## config.mk

```make
export PLATFORM = sky130hd
export DESIGN_NAME = rr_arb_mux_ctrl
export DESIGN_NICKNAME = d
export VERILOG_FILES = /design/src/rtl/rr_arb_mux_ctrl_pkg.sv /design/src/rtl/rr_prio_enc.sv /design/src/rtl/rr_arb_mux_ctrl.sv
export SDC_FILE = /design/constraint.sdc
export NUM_CORES = 1
export LEC_CHECK = 0
export ABC_AREA = 1
export BUFFER_PORTS_ARGS = -buffer_cell sky130_fd_sc_hd__buf_2
export CAP_MARGIN = 10
export CORE_MARGIN = 1.5
export CORE_UTILIZATION = 47
export DETAILED_ROUTE_END_ITERATION = 8
export PLACE_DENSITY = 0.81
export SLEW_MARGIN = 10
export SYNTH_ARGS = -nofsm -noshare
export SYNTH_HDL_FRONTEND = slang
export SYNTH_SLANG_ARGS = --single-unit
```

## constraint.sdc

```tcl
create_clock -name clk -period 2.3 [get_ports clk]
set_input_delay 0.115 -clock clk [delete_from_list [all_inputs] [get_ports clk]]
set_output_delay 0.115 -clock clk [all_outputs]
set_load 0.02 [all_outputs]
```

## src/rtl/rr_arb_mux_ctrl_pkg.sv

```systemverilog
// rr_arb_mux_ctrl_pkg: shared select-width helper and output-stage state encoding
package rr_arb_mux_ctrl_pkg;
  localparam logic [0:0] ST_EMPTY = 1'b0;
  localparam logic [0:0] ST_FULL = 1'b1;
  function automatic int sel_w(input int n);
    return (n > 1) ? $clog2(n) : 1;
  endfunction
endpackage

```

## src/rtl/rr_prio_enc.sv

```systemverilog
// rr_prio_enc: rotating priority encoder, first set request at or after ptr with wrap
module rr_prio_enc
  import rr_arb_mux_ctrl_pkg::*;
#(
  parameter int N = 4,
  localparam int SW = sel_w(N)
) (
  input  logic [N-1:0]  req,
  input  logic [SW-1:0] ptr,
  output logic [SW-1:0] grant,
  output logic          grant_valid
);
  // lowest request below ptr is the fallback; lowest request at or above ptr overrides it
  always_comb begin
    grant = ptr;
    grant_valid = |req;
    for (int i = N - 1; i >= 0; i--) grant = (req[i] && SW'(i) < ptr) ? SW'(i) : grant;
    for (int i = N - 1; i >= 0; i--) grant = (req[i] && SW'(i) >= ptr) ? SW'(i) : grant;
  end
endmodule

```

## src/rtl/rr_arb_mux_ctrl.sv

```systemverilog
// rr_arb_mux_ctrl: round-robin arbiter steering an external mux into a one-entry output register
module rr_arb_mux_ctrl
  import rr_arb_mux_ctrl_pkg::*;
#(
  parameter int N = 4,
  parameter int M = 16,
  localparam int SW = sel_w(N)
) (
  input  logic          clk,
  input  logic          rst,
  input  logic [N-1:0]  req_valid,
  output logic [N-1:0]  req_ready,
  output logic [SW-1:0] sel,
  input  logic [M-1:0]  mux_data,
  output logic          out_valid,
  input  logic          out_ready,
  output logic [M-1:0]  out_data,
  output logic [SW-1:0] out_src
);
  logic [0:0] st;
  logic [SW-1:0] ptr, grant;
  logic grant_valid, accept;
  rr_prio_enc #(.N(N)) u_enc (
    .req(req_valid),
    .ptr(ptr),
    .grant(grant),
    .grant_valid(grant_valid)
  );
  assign out_valid = st == ST_FULL;
  assign accept = (!out_valid | out_ready) & grant_valid & !rst;
  assign req_ready = accept ? N'(1) << grant : '0;
  assign sel = grant;
  // load on accept (drain and reload may coincide), otherwise drain or hold
  always_ff @(posedge clk) begin
    if (rst) begin
      st <= ST_EMPTY;
      out_data <= '0;
      out_src <= '0;
      ptr <= '0;
    end else if (accept) begin
      st <= ST_FULL;
      out_data <= mux_data;
      out_src <= grant;
      ptr <= (grant == SW'(N - 1)) ? '0 : grant + 1'b1;
    end else if (out_valid & out_ready) begin
      st <= ST_EMPTY;
    end
  end
endmodule

```

==> metrics <==
run status completed; Final Cell Area 1200 sq um; Psw 262 uW; Core Area 1780 sq um; hold slack 0.00752 ns; clk_lat worst skew 0.29 ns; Seq cells post-synth 21; total grt overflow 0; Final min period 1.90 ns; WL met3 about 120 um; P_int around 530 uW; CTS Buf Count 3; Yosys cell types 16; routed wire length ~2.1 mm; critical path type flip-flop to output port; Clock power frac about a fifth; post-DR wirelength/cell 10.5 um; Horiz. Die Dim roughly 47 um; Sw Ratio approximately a third; Detailed Routing Iterations Pass 1 4; VDD IR max 0.000399 V; Final ANT Viol Nets 0; first-pass GRT wire length 3.31 mm; final net count a little over 200; Tcrit/Tclk final 82.5%; vias in the first global route 872; Layout area overhead 30.6%; Post-CTS Setup Bufs 0; EDFF count, synth 0; Finished Layout Cells 201; type of the most critical hold path input pin to flip-flop; sequential power share 52.4%; top cells by area, synth dfxtp_1, nand2_1, nand3_1; Synth area leader dfxtp_1; Mapped Nets 156; Post-synth top cells nand2_1, dfxtp_1, nand3_1, inv_1, nor2_1; Gate Count Post-Synth about 130; Synth Warn # 0; CP max FO 7; post-synth top area share a little under half; Post-synth ARST share 0%; Max Cap Violations 0; overall global routing resource usage 20.6%; WL met2 1.04 mm; area post-placement 1160 sq um; layout cells sized above 1 33.0%; final setup fails 0; Max Transition Viols Final 0; clock-pin slew on the worst setup and hold paths 0.12 ns; Initial Util 51.6%; DR vias roughly 960; Setup TNS 0 ns; row cnt 15; CTS tree built; Main synth FF type dfxtp_1; crit start category flip-flop; Clock Sinks 21; Comb power frac 26.4%; most frequent cell after synthesis nand2_1; # IOs 48; Post-Route M1 WL 935 um; DIE AREA 2230 sq um; DR top layer met4; vias per inst 4.79; PwrDens 663 nW/um^2; root buffer cell clkbuf_4; CP arrival 1.78 ns; Leakage 0.704 nW; post-route clock skew 0.00764 ns; Final Hold Vio Count 0; Max clock buf depth 2; Critical Path End Type output port; PnR Total Power 797 uW; n_diodes 0; initial antenna violation count 0; Starting DRT DRC Count 16; placed instance count 196; Fill cells 170; Required @ worst endpoint 2.18 ns; Final Wtd Congestion 0.831; FMAX roughly 0.53 GHz; IO Port Bufs 47; Vert. Die Dim approximately 47 um; RSZ-0062 raised after global routing false; H-Tree Depth 1; HPWL Detailed approximately 1.6 mm; syn avg cell area slightly above 7 sq um; largest net degree at the start of global routing 27; relative slew slack around three fifths; Seq/Total Area, Yosys 45.7%; Syn Std Cell Area 921 sq um; drt drc 0; Least-Margin Pin Slew between 0.5 and 0.6 ns
[worst max-delay path: stages, from the launching register on]
cell and delay (ns):
dfxtp_1 0.44, nand2_1 0.07, nand2_1 0.06, nand2_1 0.05, nand2_1 0.05, nand2_1 0.05
nand2_1 0.05, nand2_1 0.06, nand2_2 0.11, inv_1 0.09, ha_1 0.20, inv_1 0.05
nor2_1 0.04, buf_2 0.18
[power by group through the flow]
stage	logic, mW	registers (mW)	clock network [mW]
after floorplan	0.0974	0.462	0
after global placement	0.203	0.423	0
after detailed placement	0.211	0.425	0
after CTS	0.212	0.417	0.173
after global routing	0.237	0.422	0.187
final	0.210	0.417	0.169
[layout by cell type (no fill, tap or decap), types with 3 or more instances in the layout]
cell,instances
nand3_1,20
nor2_1,7
ha_1,4
o21ai_0,4
a21oi_1,3
clkbuf_4,3
dfxtp_1,21
nand2_1,44
buf_2,47
nand2_2,3
inv_1,13
[cell families after synthesis]
| family | synth area share [%] |
|---|---|
| AND/OR/NAND/NOR | 35.3 |
| AO/OA/AOI/OAI | 4.76 |
| buffers and inverters | 8.83 |
| flip-flops | 45.7 |
| adder cells (fa/ha/maj) | 5.43 |
[worst paths after layout]
path                             startpoint      endpoint  slack, ns  cells past startpoint
worst max-delay path                 ptr[1]  req_ready[1]       0.40                     13
worst min-delay path            mux_data[4]   out_data[4]      0.008                      3
worst max register to register       ptr[1]        ptr[1]       0.75                     10
worst min register to register  out_data[9]   out_data[9]       0.47                      2
[flip-flops by register name, summed over array words and instances, names as in the netlist]
register   cells
ptr            2
out_valid      1
out_src        2
out_data      16
[routing by layer]
metal	vias to the layer above	GRT usage [%]
met5	-	0
met4	0	7.78
met3	4	3.46
met2	40	35.9
met1	423	24.9
li1	495	-
[through the flow]
stage	utilization (%)	setup slack, ns
after floorplan	-	0.728
after global placement	65.3	0.834
after detailed placement	65.3	0.731
after CTS	67.4	0.400
after global routing	67.4	0.210
final	67.4	0.403
[area by class of cell]
type	instances	area, sq um	share of cell area [%]
repair buffers	48	245	20.4
well taps	25	31.3	2.60
flip-flops and latches	21	420	35.0
multi-input cells	88	419	34.9
clock buffers	3	22.5	1.87
inverters	15	58.8	4.89
clock inverters	1	5.00	0.416
[repair_timing]
action / CTS / global route
hold endpoints to repair: 1 / 0
hold buffers: 1 / 0
gates resized for setup: 0 / 0
No activity file was read; power rests on OpenSTA's default activity.
